[config.mk]
export PLATFORM = sky130hd
export DESIGN_NAME = reg_write_arbiter_flat
export DESIGN_NICKNAME = d
export VERILOG_FILES = /design/src/rtl/reg_write_arbiter_if.sv /design/src/rtl/reg_write_arbiter.sv /design/src/flat_wrapper.sv
export SDC_FILE = /design/constraint.sdc
export NUM_CORES = 1
export LEC_CHECK = 0
export ABC_AREA = 1
export BUFFER_PORTS_ARGS = -buffer_cell sky130_fd_sc_hd__buf_2
export CORE_ASPECT_RATIO = 1.25
export CORE_MARGIN = 3
export CORE_UTILIZATION = 40
export DETAILED_ROUTE_END_ITERATION = 8
export HOLD_SLACK_MARGIN = 0.1
export PLACE_DENSITY = 0.8
export RECOVER_POWER = 25
export SETUP_SLACK_MARGIN = 0.5
export SLEW_MARGIN = 10
export SYNTH_ARGS = -nofsm -noshare
export SYNTH_HDL_FRONTEND = slang
export SYNTH_SLANG_ARGS = --single-unit
[constraint.sdc]
create_clock -name i_clk -period 2.83 [get_ports i_clk]
set_input_delay 0.566 -clock i_clk [delete_from_list [all_inputs] [get_ports i_clk]]
set_output_delay 0.566 -clock i_clk [all_outputs]
set_load 0.02 [all_outputs]
[src/rtl/reg_write_arbiter_if.sv]
// Writer-side bundle for the shared-register arbiter: requests and data in,
// grant/ack handshake and the shared register view out.
interface reg_write_arbiter_if #(
   parameter int N_REQ  = 4,
   parameter int DATA_W = 8
);
   localparam int OW = $clog2(N_REQ);

   logic [N_REQ-1:0]        i_req;
   logic [N_REQ*DATA_W-1:0] i_data;
   logic [N_REQ-1:0]        o_grant;
   logic [N_REQ-1:0]        o_ack;
   logic [DATA_W-1:0]       o_q;
   logic [OW-1:0]           o_owner;
   logic                    o_valid;

   // writers side
   modport master (
      output i_req, i_data,
      input  o_grant, o_ack, o_q, o_owner, o_valid
   );

   // arbiter side
   modport slave (
      input  i_req, i_data,
      output o_grant, o_ack, o_q, o_owner, o_valid
   );
endinterface

[src/rtl/reg_write_arbiter.sv]
// One DATA_W-bit register shared by N_REQ writers. A round-robin pick in IDLE
// grants one writer; the following edge (WRITE) loads its data, acks it for
// one cycle and advances the priority pointer past the winner.
module reg_write_arbiter #(
   parameter int N_REQ  = 4,
   parameter int DATA_W = 8
) (
   input logic                 i_clk,
   input logic                 i_rst,
   reg_write_arbiter_if.slave  bus
);
   localparam int OW = $clog2(N_REQ);

   typedef enum logic {S_IDLE = 1'b0, S_WRITE = 1'b1} state_t;

   state_t            state_q, state_d;
   logic [OW-1:0]     ptr_q, ptr_d;
   logic [OW-1:0]     win_q, win_d;
   logic [OW-1:0]     owner_q, owner_d;
   logic [N_REQ-1:0]  grant_q, grant_d;
   logic [N_REQ-1:0]  ack_q, ack_d;
   logic [DATA_W-1:0] q_q, q_d;
   logic              valid_q, valid_d;

   logic [N_REQ-1:0]  elig;
   logic              found;
   logic [OW-1:0]     pick;
   logic [OW-1:0]     idx;

   // Round-robin scan starting at ptr; a writer being acked this cycle is
   // masked so it can drop its request without a second grant.
   always_comb begin
      elig  = bus.i_req & ~ack_q;
      found = 1'b0;
      pick  = '0;
      idx   = '0;
      for (int k = 0; k < N_REQ; k++) begin
         idx = OW'((int'(ptr_q) + k) % N_REQ);
         if (!found && elig[idx]) begin
            found = 1'b1;
            pick  = idx;
         end
      end
   end

   // State register plus all datapath registers; reset drops any write in flight.
   always_ff @(posedge i_clk or posedge i_rst) begin
      if (i_rst) begin
         state_q <= S_IDLE;
         ptr_q   <= '0;
         win_q   <= '0;
         owner_q <= '0;
         grant_q <= '0;
         ack_q   <= '0;
         q_q     <= '0;
         valid_q <= 1'b0;
      end else begin
         state_q <= state_d;
         ptr_q   <= ptr_d;
         win_q   <= win_d;
         owner_q <= owner_d;
         grant_q <= grant_d;
         ack_q   <= ack_d;
         q_q     <= q_d;
         valid_q <= valid_d;
      end
   end

   // Next state: a grant always leads to exactly one WRITE cycle.
   always_comb begin
      state_d = state_q;
      case (state_q)
         S_IDLE:  if (found) state_d = S_WRITE;
         S_WRITE: state_d = S_IDLE;
         default: state_d = S_IDLE;
      endcase
   end

   // Outputs/datapath: grant in IDLE, load + ack + pointer advance in WRITE.
   always_comb begin
      ptr_d   = ptr_q;
      win_d   = win_q;
      owner_d = owner_q;
      grant_d = grant_q;
      ack_d   = ack_q;
      q_d     = q_q;
      valid_d = valid_q;
      case (state_q)
         S_IDLE: begin
            ack_d   = '0;
            grant_d = '0;
            if (found) begin
               grant_d[pick] = 1'b1;
               win_d         = pick;
            end
         end
         S_WRITE: begin
            q_d     = bus.i_data[int'(win_q)*DATA_W +: DATA_W];
            owner_d = win_q;
            valid_d = 1'b1;
            ack_d   = grant_q;
            grant_d = '0;
            ptr_d   = (win_q == OW'(N_REQ-1)) ? '0 : win_q + 1'b1;
         end
         default: begin
            grant_d = '0;
            ack_d   = '0;
         end
      endcase
   end

   assign bus.o_grant = grant_q;
   assign bus.o_ack   = ack_q;
   assign bus.o_q     = q_q;
   assign bus.o_owner = owner_q;
   assign bus.o_valid = valid_q;
endmodule
[src/flat_wrapper.sv]
// flat-port wrapper written by rule: the top's interface ports become plain ports
module reg_write_arbiter_flat 
#(
   parameter int N_REQ  = 4,
   parameter int DATA_W = 8
)
  (i_clk, i_rst, bus_i_req, bus_i_data, bus_o_grant, bus_o_ack, bus_o_q, bus_o_owner, bus_o_valid);
  reg_write_arbiter_if #(.N_REQ(N_REQ), .DATA_W(DATA_W)) bus_i ();
  input logic i_clk;
  input logic i_rst;
  input wire logic [$bits(bus_i.i_req)-1:0] bus_i_req;
  input wire logic [$bits(bus_i.i_data)-1:0] bus_i_data;
  output wire logic [$bits(bus_i.o_grant)-1:0] bus_o_grant;
  output wire logic [$bits(bus_i.o_ack)-1:0] bus_o_ack;
  output wire logic [$bits(bus_i.o_q)-1:0] bus_o_q;
  output wire logic [$bits(bus_i.o_owner)-1:0] bus_o_owner;
  output wire logic [$bits(bus_i.o_valid)-1:0] bus_o_valid;
  assign bus_i.i_req = bus_i_req;
  assign bus_i.i_data = bus_i_data;
  assign bus_o_grant = bus_i.o_grant;
  assign bus_o_ack = bus_i.o_ack;
  assign bus_o_q = bus_i.o_q;
  assign bus_o_owner = bus_i.o_owner;
  assign bus_o_valid = bus_i.o_valid;
  reg_write_arbiter #(.N_REQ(N_REQ), .DATA_W(DATA_W)) u_core (.i_clk(i_clk), .i_rst(i_rst), .bus(bus_i));
endmodule
# Yosys cells after proc, flatten, opt, wreduce, memory -nomap -nowiden
# Cells that the tools add are included.
op_classes:
  addsub: 4
  magnitude_cmp: 6
  n_eq_ne: 1
  shifts: 1
  n_mux: 24
  n_bitwise: 3
  n_reduce_logical: 8
ops:
  columns: ["cell", "n"]
  rows:
  - ["$shiftx 32x6->8", 1]
  - ["$pmux 4 s2", 2]
  - ["$lt 2x3->1 const B", 5]
  - ["$mux 1", 10]
  - ["$mux 2", 5]
  - ["$bmux 1 s2", 4]
  - ["$add 2x1->2 const B", 2]
  - ["$add 2x2->2 const B", 2]
  - ["$and 4x4->4", 1]
  - ["$logic_and 1x1->1", 4]
  - ["$mux 4", 1]
  - ["$not 4->4", 1]
  - ["$logic_not 1->1", 3]
  - ["$demux 1 s2", 1]
  - ["$eq 2x2->1 const B", 1]
  - ["$ge 2x1->1 const B", 1]
  - ["$pmux 1 s2", 1]
  - ["$reduce_and 2->1", 1]
  - ["$not 1->1", 1]
totals:
  ff_bits: 24
  in_bits: 38
  output_inout_bits: 19
  word_cells: 55

# Longest topological paths before layout
# Gate-level depths: netlist of the first run.
logic_depth:
  ltp_word: 20
  mapped_depth: 13
  mapped_depth_nobuf: 12

# Worst setup path before layout of the first run
# OpenSTA, ideal clock, no wires.
synth_path:
  kind: "input-to-reg"
  start: "input port bus_i_req[3]"
  end: "register u_core.win_q[0]"
  setup_time_ns: 0.118
  arrival_ns: 1.247
  required_time_ns: 2.712
  slack_ns: 1.465
  stages: 8
  n_path_buf: 0
  cell_sequence: "nand3_2 -> nand3_1 -> nand2_4 -> nand3_2 -> nor2_2 -> nor2_4 -> nand2_2 -> nand2_1"
synth_between:
  elab_chain_len: 14
  word_cells_on_any_way: 24
  cone_classes: "mux (16); bitwise (1); reduce/logical (7)"
synth_rtl:
  columns: ["item", "line", "source"]
  rows:
  - ["from (decl)", "flat_wrapper.sv:11", "input wire logic [$bits(bus_i.i_req)-1:0] bus_i_req;"]
  - ["$and 4x4->4 (*)", "reg_write_arbiter.sv:33", "elig = bus.i_req & ~ack_q;"]
  - ["$bmux 1 s2", "reg_write_arbiter.sv:39", "if (!found && elig[idx]) begin"]
  - ["$mux 1 (not written as such)", "reg_write_arbiter.sv:39", null]
  - ["$mux 1", "reg_write_arbiter.sv:39", null]
  - ["$logic_not 1->1", "reg_write_arbiter.sv:39", null]
  - ["$logic_and 1x1->1", "reg_write_arbiter.sv:39", null]
  - ["$mux 1", "reg_write_arbiter.sv:39", null]
  - ["$logic_not 1->1", "reg_write_arbiter.sv:39", null]
  - ["$logic_and 1x1->1", "reg_write_arbiter.sv:39", null]
  - ["$mux 1", "reg_write_arbiter.sv:39", null]
  - ["$logic_not 1->1", "reg_write_arbiter.sv:39", null]
  - ["$logic_and 1x1->1", "reg_write_arbiter.sv:39", null]
  - ["$mux 1", "reg_write_arbiter.sv:39", null]
  - ["$reduce_and 2->1 (no line)", null, null]
  - ["to (signal assigned)", "reg_write_arbiter.sv:60", "win_q <= win_d;"]
  - ["to (decl)", "reg_write_arbiter.sv:18", "logic [OW-1:0] win_q, win_d;"]
# Mark *: on every way between the ends. The rest lies on a longest branch, timed or not. The select of a mux whose other input is x is not followed.
# A chain may end at the register's enable or synchronous reset.

# Worst setup path after layout of the first run
layout_path:
  start: "register u_core.ptr_q[0]"
  end: "register u_core.grant_q[3] (netlist: u_core.bus.o_grant[3])"
layout_between:
  elab_chain_len: 18
  word_cells_on_any_way: 32
  cone_classes: "add/sub (3); order compare (2); mux (20); reduce/logical (7)"
layout_rtl:
  columns: ["item", "line", "source"]
  rows:
  - ["from (decl)", "reg_write_arbiter.sv:17", "logic [OW-1:0] ptr_q, ptr_d;"]
  - ["from (signal assigned)", "reg_write_arbiter.sv:59", "ptr_q <= ptr_d;"]
  - ["parallel branches: the longest is 16 deep, another holds $lt 2x3->1", null, null]
  - ["$mux 4 (*)", "reg_write_arbiter.sv:92", "if (found) begin"]
  - ["$pmux 4 s2 (*)", "reg_write_arbiter.sv:88", "case (state_q)"]
  - ["named net u_core.grant_d[3]", "reg_write_arbiter.sv:20", "logic [N_REQ-1:0] grant_q, grant_d;"]
  - ["to (signal assigned)", "reg_write_arbiter.sv:62", "grant_q <= grant_d;"]
  - ["to (decl)", "reg_write_arbiter.sv:20", null]
# Mark *: on every way through the listed nets, which the timed path passes. The select of a mux whose other input is x is not followed.

==> results of run 1 <==
==> stage by stage <==
step	setup slack (ps)	hold slack (ps)	cells	power, mW
detailed placement	1200	449	271	1.82
finish	1210	465	275	2.09
floorplan	1470	558	186	1.56
global route	964	497	275	2.30
CTS	1190	469	275	2.12
global placement	1230	445	271	1.79
==> layout by cell type, fill, tap and decap left out, types with 2 or more instances in the layout <==
master,synthesis,layout
clkbuf_8,0,3
nand2_1,25,25
nand3_4,2,2
nand3_2,8,8
nand4_1,2,2
o21ai_0,18,18
nand2_4,2,2
nor2_1,47,47
inv_2,2,2
nand3_1,7,7
buf_2,2,56
dfrtp_1,24,24
a31oi_1,9,9
inv_1,14,14
nand2_2,7,7
==> worst min-delay path, stage by stage, from the launching register on <==
cell	delay [ps]
dfrtp_1	350
nand2_1	50
inv_1	40
==> logic make-up (layout without fill, tap and decap cells) <==
group / count (synthesis) / after routing / synth area share, %
AO/OA/AOI/OAI: 31 / 31 / 12.0
buffers and inverters: 26 / 78 / 8.06
flip-flops: 24 / 24 / 42.0
adder cells (fa/ha/maj): 1 / 1 / 0.876
AND/OR/NAND/NOR: 104 / 104 / 37.0
==> power by group <==
| group | total (mW) | switching (mW) | internal (mW) |
|---|---|---|---|
| Clock | 0.298 | 0.109 | 0.189 |
| Combinational | 1.11 | 0.704 | 0.403 |
| Sequential | 0.688 | 0.205 | 0.484 |
| Total | 2.09 | 1.02 | 1.08 |
==> worst max path at each step <==
| stage | start | to | slack (ps) | cells past startpoint |
|---|---|---|---|---|
| 2_1_floorplan | bus_i_req[3] | u_core.win_q[0]$_DFFE_PP0P_ | 1470 | 8 |
| 3_3_place_gp | u_core.win_q[0]$_DFFE_PP0P_ | u_core.bus.o_q[3]$_DFFE_PP0P_ | 1230 | 5 |
| 3_5_place_dp | u_core.ptr_q[0]$_DFFE_PP0P_ | u_core.bus.o_grant[3]$_DFF_PP0_ | 1200 | 8 |
| 4_1_cts | u_core.win_q[0]$_DFFE_PP0P_ | u_core.bus.o_q[3]$_DFFE_PP0P_ | 1190 | 5 |
| 5_1_grt | u_core.win_q[0]$_DFFE_PP0P_ | u_core.bus.o_q[5]$_DFFE_PP0P_ | 960 | 5 |
| 6_report | u_core.ptr_q[0]$_DFFE_PP0P_ | u_core.bus.o_grant[3]$_DFF_PP0_ | 1210 | 8 |
==> state kept, by name, summed over array words and instances (netlist names) <==
name / count
u_core.bus.o_ack: 4
u_core.bus.o_grant: 4
u_core.bus.o_owner: 2
u_core.bus.o_q: 8
u_core.bus.o_valid: 1
u_core.ptr_q: 2
u_core.state_q: 1
u_core.win_q: 2
==> cell type report <==
type	instances	area share, %
repair buffers	56	15.7
inverters	18	4.20
well taps	37	2.59
multi-input cells	136	39.9
clock inverters	1	1.68
clock buffers	3	2.31
flip-flops and latches	24	33.6
==> metal layers <==
metal  routed length, um  vias up  global-route usage [%]
li1                    -      704                       -
met2                1670       38                    29.8
met5                   0        -                       0
met4                  47        0                    7.30
met1                1260      625                    17.8
met3                 178        4                    2.65
==> impl_results.md, run 1 <==
- Outcome: complete, no violations
- Post-route setup TNS: 0 ps
- CTS Hold Bufs: 0
- Crit Path Max Fanout: 8
- Share of post-route cells with drive strength above 1: a little over a third
- DP Area: 0.00172 mm^2
- Clock net sink count: 24
- Leading area contributor after synthesis: dfrtp_1
- DR vias/cell: 4.99
- Pwr per Cell Area: 1170 mW/mm^2
- Startpoint Class: flip-flop
- Post-synthesis sequential area ratio: 42.0%
- Largest net degree at the start of global routing: 28
- CTS tree: yes
- Critical path's top delay family: simple AND/OR/NAND/NOR gates
- Upper clock frequency limit: 0.616 GHz
- DRC Markers: 0
- Post-DR wirelength/cell: ~11 um
- Count of buffers from port buffering: 56
- CP Class: reg -> reg
- GPL Wtd Cong: 0.892
- Synth Flop Type: dfrtp_1
- H-tree levels: 1
- Max Cap Viol: 0
- 1st-iter DRT viols: 42
- Max-slew violations: 0
- Number of synthesized flops with an enable pin: 0
- Top Ports: 57
- Post-CTS setup buffers: 0
- CTS clk-pin slew, worst paths: 80 ps
- FF-to-FF End: u_core.bus.o_grant[3]$_DFF_PP0_
- Worst Clk Skew: 3.79 ps
- Period utilization: 57.4%
- Initial Utilization: a little over two fifths
- Yosys cell types: 27
- Cells along the critical path: nand3_1 -> nand2_1 -> nand2_1 -> inv_1 -> nand4_1 -> nand3_1 -> inv_1 -> nor2_1
- Final Hold Vio Count: 0
- Worst rel slew slack: 41.5%
- FF-to-FF Start: u_core.ptr_q[0]$_DFFE_PP0P_
- Hold worst-path end: u_core.bus.o_ack[2]$_DFF_PP0_
- Arrival @ worst endpoint: 1820 ps
- Worst skew pair latency: 270 ps
- Syn Inst Count: 186
- Longest Clk Path Bufs: 2
- Crit-path max cell delay: approximately 620 ps
- Hold Crit Class: reg -> reg
- FP Rows: 23
- Syn nets: 225
- Register bit total from synthesis: 24
- WP buf/inv: 2
- RSZ-0062 raised after global routing: false
- CTS buffer count: 3
- FFs w/ async S/R, synth: 100%
- Syn Area/Cell: 7.68 um^2
- Ys Warns: 0
- Top area cells in the synthesized netlist: dfrtp_1 42%, nor2_1 12%, nand2_1 6.6%, o21ai_0 6.3%, nand3_2 5.6%
- Root buf cell: clkbuf_8
- Min Tclk post-route: 1620 ps
- Final ANT Viol Nets: 0
- Reg2Reg Depth: 8
- Slowest-stage cell, CP: dfrtp_1
- Post-synth top cells: 47 x nor2_1, 25 x nand2_1, 24 x dfrtp_1
- Die X-Extent: 59.5 um
- Final core utilization: 54.0%
- Leakage: between 0.9 and 1 nW
- Grt total ovfl: 0
- Filler Cell Count: 350
- All-layer global routing usage: approximately 16%
- Sequential cell area: about 600 um^2
- TritonRoute pass-1 iters: 4
- Final wirelength: 3160 um
- Core ar.: 0.00331 mm^2
- Post-synth top area share: 42.0%
- Antenna cells: 0
- Post-cts sizing count: 0
- FF-to-FF setup slack: around 1200 ps
- Footprint of the multi-input gates: a little over 700 um^2
- Setup violators final: 0
- Area of the die: 0.00433 mm^2
- Most frequent cell after synthesis: nor2_1
- Least-Margin Pin Slew: 877 ps
- Worst EP required: around 3000 ps
- Hold Path Depth: 2
- Hold Path Origin: u_core.bus.o_grant[2]$_DFF_PP0_
- Area growth syn-to-layout: 25.0%
- Antenna violations before repair: 0
- Crit. End Element: flip-flop
- First-pass GRT wire length: 5460 um
- Nets: 278
- DPL Wire Length: 2480 um
- Synth Cell Area: 0.00143 mm^2
- Die H: 72.8 um
- Vias in the first global route: between 1000 and 1500
- Post-route cell area: approximately 0.0018 mm^2
- Total number of vias: 1371
- Peak VDD IR: 0.628 mV
(Power assumes the default switching activity.)
==> inputs of run 2 (changes only) <==
- PLACE_DENSITY: 0.8 -> 0.83
- clock period: 2.83 -> 1.4 ns (I/O delays scaled with it)
==> run 2 against run 1 <==
The flow now finishes with violations (negative setup slack). Clock power rose by 100%. Die area did not move. Wire length grew 17%. Clock skew increased by 0.72 ps. Setup slack worse by 1200 ps. Via count up 7.7%. Count of clock-buffer cells in the layout is the same. Final area rose by 29%. Global-route usage up 2.3 points. Utilization up 15 points. Critical path depth increased by 1. Register-to-register slack got worse by 1200 ps. Largest cell class unchanged. Largest power group unchanged.
==> impl_results.md, run 2 (same netlist as run 1, synthesis figures left out) <==
- Min Tclk post-route: 1430 ps (-196 ps)
- Slowest-stage cell, CP: dfrtp_1
- Pre-CTS WS: -45.1 ps (-1250 ps)
- Comb pwr share: 67.1% (+14 points)
- Final worst slack: -27.8 ps (-1230 ps)
- Cell depth of the worst setup path: 9 (+1)
- Reg2Reg Depth: 9 (+1)
- All-layer global routing usage: 18.5% (+2.3 points)
- RSZ-0062 raised after global routing: true
- Commonest non-fill, non-tap cells in the layout: 45 x nor2_1, 38 x buf_2, 23 x buf_6, 22 x buf_4, 22 x dfrtp_1
- Final Hold Vio Count: 0 (unchanged)
- Vias in the first global route: 1504 (+13%)
- Root buf cell: clkbuf_8
- Antenna violations before repair: 0 (unchanged)
- Max Cap Viol: 0 (unchanged)
- Worst skew pair latency: 270 ps (about the same)
- Most common cell after layout, fill and taps aside: nor2_1
- CTS buffer count: 3 (unchanged)
- Final wirelength: 3700 um (+17%)
- CTS tree: yes
- Clock net sink count: 24 (unchanged)
- Upper clock frequency limit: 0.700 GHz (+14%)
- Share of post-route cells with drive strength above 1: 51.7% (+16 points)
- DR vias/cell: 4.83 (-3.2%)
- Worst Clk Skew: 4.52 ps (+0.724 ps)
- Largest net degree at the start of global routing: 25 (-11%)
- Grt total ovfl: 0 (unchanged)
- Crit-path max cell delay: 400 ps (-220 ps)
- GPL Wtd Cong: 0.859 (-3.7%)
- Sw Pwr: 2.56 mW (+150%)
- Least-Margin Pin Slew: 581 ps (-296 ps)
- Leakage: 1.16 nW (+23%)
- Core ar.: 0.00331 mm^2 (unchanged)
- First-pass GRT wire length: 6130 um (+12%)
- Longest Clk Path Bufs: 2 (unchanged)
- Max reg flops: 8 (unchanged)
- Initial Utilization: 43.2% (unchanged)
- Nets: 309 (+11%)
- Post-DR wirelength/cell: 12.1 um (+5.3%)
- Violated checks: negative setup slack
- Outcome: finished, violations left
- 1st-iter DRT viols: 25 (-40%)
- DPL Wire Length: 2670 um (+7.8%)
- Crit Path Max Fanout: 7 (-1)
- Startpoint Class: flip-flop
- Worst EP required: 1600 ps (-1430 ps)
- Post-route setup TNS: -78.9 ps (-78.9 ps)
- Count of buffers from port buffering: 56 (unchanged)
- Hold Crit Class: in -> reg
- FP Rows: 23 (unchanged)
- Clock network power share: 10.6% (-3.6 points)
- Final ANT Viol Nets: 0 (unchanged)
- CTS clk-pin slew, worst paths: 80 ps (about the same)
- Switching Fraction: 44.9% (-3.7 points)
- Die H: 72.8 um (unchanged)
- Worst rel slew slack: 61.3% (+20 points)
- Die X-Extent: 59.5 um (unchanged)
- Peak VDD IR: 1.48 mV (+140%)
- Antenna cells: 0 (unchanged)
- Total number of vias: 1477 (+7.7%)
- Area of the die: 0.00433 mm^2 (unchanged)
- Period utilization: 102% (+45 points)
- TritonRoute pass-1 iters: 4 (unchanged)
- Sequential share of power: 22.3% (-11 points)
- Arrival @ worst endpoint: 1630 ps (-190 ps)
- Max-slew violations: 0 (unchanged)
- Setup violators final: 5 (+5)
- Critical path's top delay family: simple AND/OR/NAND/NOR gates
- Crit. End Element: flip-flop
- CP most frequent cell: nor2_4
- Internal: 3.14 mW (+190%)
- CP Class: reg -> reg
- WP buf/inv: 2 (unchanged)
- H-tree levels: 1 (unchanged)
- Top Ports: 57 (unchanged)
- Area growth syn-to-layout: 60.7%
- DRC Markers: 0 (unchanged)
- Pwr per Cell Area: 2480 mW/mm^2 (+110%)
- Hold Path Depth: 3 (+1)
- Cells along the critical path: buf_6 -> clkinv_8 -> nand3_4 -> and2_4 -> o21ai_4 -> nor2_4 -> nor2_4 -> nand2_2 -> nor2_1
[run 2: cell types whose count changed in the layout (fill, tap and decap cells not counted), sizes merged]
cell / change
dlygate4sd3: +1
clkinv: +1
inv: -1
buf: +28
clkbuf: +2
[run 2: timing repair]
action,CTS,global route
endpoints found under the setup margin,39,42
pin swaps,10,6
cloned,1,0
hold endpoints to repair,24,0
resized for setup,50,21
hold buffers,1,0
buffers inserted,9,8
[run 2: layout make-up]
cell class                 instances  area, um^2
inverter                          18        83.8
sequential                        24         603
timing repair buffer              87         653
fill                             285        1010
tap                               37        46.3
clock buffer                       3        41.3
multi-input combinational        136         838
clock inverter                     1        30.0
[run 2: power groups by stage]
stage               clock network [mW]  registers, mW  logic (mW)
finish                           0.603           1.27        3.82
global route                     0.645           1.31        4.21
CTS                              0.616           1.27        3.47
detailed placement                   0           1.24        2.86
global placement                     0           1.23        2.79
floorplan                            0           1.39        2.00
[run 2: layer usage]
layer | track usage (%) | part of all wire (%) | routed length (um) | up-vias
li1 | - | - | - | 763
met1 | 21.6 | 39 | 1450 | 659
met2 | 33.3 | 53 | 1980 | 51
met3 | 1.77 | 5.4 | 199 | 4
met4 | 8.31 | 1.9 | 71 | 0
met5 | 0 | 0 | 0 | -
[run 2: tightest hold or removal path, stage by stage]
cell     delay [ps]
buf_2            70
o21ai_1          60
a31oi_1         120
[run 2: final timing paths]
| path | start | endpoint | slack [ps] |
|---|---|---|---|
| worst max-delay path | u_core.ptr_q[0]$_DFFE_PP0P_ | u_core.bus.o_grant[1]$_DFF_PP0_ | -30 |
| worst min-delay path | bus_i_data[26] | u_core.bus.o_q[2]$_DFFE_PP0P_ | 300 |
| worst max register to register | u_core.ptr_q[0]$_DFFE_PP0P_ | u_core.bus.o_grant[1]$_DFF_PP0_ | -30 |
| worst min register to register | u_core.bus.o_grant[3]$_DFF_PP0_ | u_core.bus.o_ack[3]$_DFF_PP0_ | 500 |
| max in group asynchronous | i_rst | u_core.state_q$_DFF_PP0_ | 300 |
| min in group asynchronous | i_rst | u_core.bus.o_ack[1]$_DFF_PP0_ | 690 |
[run 2: metrics by stage]
stage	instances	hold slack, ps	util [%]	cell area (um^2)	power, mW
6_report	306	301	69.4	2300	5.69
3_5_place_dp	283	342	55.8	1850	4.09
5_1_grt	306	327	69.4	2300	6.16
4_1_cts	298	297	65.5	2170	5.35
2_1_floorplan	186	295	-	1490	3.39
3_3_place_gp	283	336	55.8	1850	4.02
==> inputs of run 3 (changes only) <==
- CORE_UTILIZATION: 40 -> 43
- PLACE_DENSITY: 0.83 -> 0.87
==> run 3 against run 2 <==
Critical path depth shrank 1. Cell count shrank 0.98%. Maximum frequency shrank 8.3%. Hold slack lost 65 ps. Sequential power grew 8%. The run still ends with negative setup slack left. Sequential cell count is the same. Final area shrank 3.8%. Non-clock buffer count shrank 3. Utilization grew 2.9 points. First-iteration DRC count grew 140%. Via count grew 3.3%.
==> impl_results.md, run 3 (same netlist as run 1, synthesis figures left out) <==
- Min Tclk post-route: 1560 ps (+130 ps)
- Setup violators final: 7 (+2)
- Commonest non-fill, non-tap cells in the layout: 44 x nor2_1, 37 x buf_2, 23 x buf_4, 22 x buf_6
- Internal: 2.78 mW (-11%)
- Max Cap Viol: 0 (unchanged)
- Max-slew violations: 0 (unchanged)
- FP Rows: 22 (-4.3%)
- DRC Markers: 0 (unchanged)
- FF-to-FF Start: u_core.ptr_q[0]$_DFFE_PP0P_
- Antenna cells: 0 (unchanged)
- Count of buffers from port buffering: 56 (unchanged)
- Vias in the first global route: 1496 (-0.53%)
- Post-route setup TNS: -879 ps (-800 ps)
- Worst skew pair latency: 320 ps (+50 ps)
- Comb pwr share: 68.3% (+1.2 points)
- Top Ports: 57 (unchanged)
- FF-to-FF setup slack: -160 ps (-130 ps)
- Final worst slack: -158 ps (-130 ps)
- Post-DR wirelength/cell: 13.1 um (+8.5%)
- Grt total ovfl: 0 (unchanged)
- CP Class: reg -> reg
- Final Hold Vio Count: 0 (unchanged)
- Reg2Reg Depth: 8 (-1)
- Longest Clk Path Bufs: 2 (unchanged)
- TritonRoute pass-1 iters: 4 (unchanged)
- Area growth syn-to-layout: 54.6%
- Initial Utilization: 46.8% (+3.6 points)
- PnR Total Power: 5.34 mW (-6.2%)
- Startpoint Class: flip-flop
- Arrival @ worst endpoint: 1820 ps (+190 ps)
- Clock net sink count: 24 (unchanged)
- FF-to-FF End: u_core.bus.o_grant[3]$_DFF_PP0_
- RSZ-0062 raised after global routing: true
- Die X-Extent: 57.6 um (-3.2%)
- Outcome: finished, violations left
- Sequential share of power: 25.7% (+3.4 points)
- Hold Path Depth: 3 (unchanged)
- Worst EP required: 1660 ps (+60 ps)
- CTS buffer count: 3 (unchanged)
- Peak VDD IR: 1.57 mV (+6.5%)
- Final wirelength: 3970 um (+7.5%)
- Most common cell after layout, fill and taps aside: nor2_1
- Crit Path Max Fanout: 8 (+1)
- GPL Wtd Cong: 0.938 (+9.2%)
- Post-route cell area: 0.00221 mm^2 (-3.8%)
- Final core utilization: 72.3% (+2.9 points)
- Total number of vias: 1526 (+3.3%)
- Hold Path Origin: bus_i_data[26]
- CTS clk-pin slew, worst paths: 130 ps (+50 ps)
- Crit. End Element: flip-flop
- Pwr per Cell Area: 2420 mW/mm^2 (-2.5%)
- Root buf cell: clkbuf_4
- First-pass GRT wire length: 6600 um (+7.5%)
- Area of the die: 0.00406 mm^2 (-6.3%)
- Antenna violations before repair: 0 (unchanged)
- Share of post-route cells with drive strength above 1: 51.3% (-0.36 points)
- DP Area: 0.00181 mm^2 (-2.0%)
- DR vias/cell: 5.04 (+4.3%)
- Final ANT Viol Nets: 0 (unchanged)
- Die H: 70.5 um (-3.3%)
- Min Hold Slack: 236 ps (-65.1 ps)
- Period utilization: 111% (+9.3 points)
- All-layer global routing usage: 20.7% (+2.2 points)
- Hold worst-path end: u_core.bus.o_q[2]$_DFFE_PP0P_
- Upper clock frequency limit: 0.642 GHz (-8.3%)
- Core ar.: 0.00306 mm^2 (-7.7%)
- Worst Clk Skew: 3.09 ps (-1.43 ps)
- DPL Wire Length: 2690 um (+0.47%)
- Least-Margin Pin Slew: 598 ps (+17.3 ps)
- Clock network power share: 6.0% (-4.6 points)
- Max reg flops: 8 (unchanged)
- Largest net degree at the start of global routing: 25 (unchanged)
- Nets: 307 (-0.65%)
- Switching Fraction: 48.0% (+3.1 points)
- H-tree levels: 1 (unchanged)
- Sw Pwr: 2.56 mW (+0.26%)
- Violated checks: negative setup slack
- Worst rel slew slack: 60.1% (-1.2 points)
- Hold Crit Class: in -> reg
- 1st-iter DRT viols: 60 (+140%)
- CTS tree: yes
- Leakage: 1.11 nW (-4.0%)
[run 3: changes by cell type in the layout (fill, tap and decap cells not counted), moves of 2 or more]
cell | previous run | this run
clkbuf_4 | 0 | 3
dfrtp_2 | 2 | 5
nand2_1 | 16 | 19
inv_1 | 10 | 12
nor2_2 | 0 | 2
clkbuf_8 | 3 | 0
nand2_4 | 6 | 3
dfrtp_1 | 22 | 19
[run 3: final cells by class]
class / count / area [um^2]
fill: 244 / 846
timing repair inverter: 1 / 3.75
clock buffer: 4 / 26.3
sequential: 24 / 607
tap: 36 / 45.0
multi-input combinational: 136 / 826
timing repair buffer: 84 / 621
inverter: 18 / 81.3
[run 3: how the worst max path moves through the flow]
stage                                startpoint                              end  slack [ps]  cells past startpoint
floorplan           u_core.ptr_q[0]$_DFFE_PP0P_      u_core.win_q[0]$_DFFE_PP0P_          60                     13
global placement    u_core.ptr_q[0]$_DFFE_PP0P_  u_core.bus.o_grant[3]$_DFF_PP0_        -140                      7
detailed placement  u_core.ptr_q[0]$_DFFE_PP0P_  u_core.bus.o_grant[3]$_DFF_PP0_        -220                      7
CTS                 u_core.ptr_q[0]$_DFFE_PP0P_  u_core.bus.o_grant[3]$_DFF_PP0_         -90                     11
global route        u_core.ptr_q[0]$_DFFE_PP0P_  u_core.bus.o_grant[3]$_DFF_PP0_        -240                      9
finish              u_core.ptr_q[0]$_DFFE_PP0P_  u_core.bus.o_grant[3]$_DFF_PP0_        -160                      8
[run 3: layer usage]
metal | GRT usage (%) | up-vias | wire length (um)
li1 | - | 762 | -
met1 | 24.6 | 682 | 1520
met2 | 35.1 | 67 | 2030
met3 | 1.85 | 15 | 257
met4 | 12.9 | 0 | 163
met5 | 0 | - | 0
[run 3: critical path: stages, from the launching register on]
cell	delay, ps
dfrtp_2	540
inv_8	130
nand3_4	80
and2_4	160
o21ai_4	190
nor2_4	70
nor2_4	130
nand2_2	90
nor2_1	120
[run 3: power by group through the flow]
stage                     Sequential (mW)  Clock (mW)  Combinational (mW)
after floorplan                      1.39           0                2.00
after global placement               1.31           0                2.61
after detailed placement             1.31           0                2.67
after CTS                            1.35       0.321                3.40
after global routing                 1.42       0.353                4.00
final                                1.37       0.320                3.65
[run 3: metrics by stage]
step           instances  worst slack (ps)
6_report             303              -158
5_1_grt              303              -245
4_1_cts              300             -90.9
3_5_place_dp         279              -219
3_3_place_gp         279              -144
2_1_floorplan        186              60.5
[run 3: what timing repair did]
item	CTS	global route
gates cloned	1	0
setup buffers	15	3
endpoints found under the setup margin	39	38
pin swaps	5	2
gates resized for setup	54	12
hold buffers	1	0
endpoints found under the hold margin	24	0
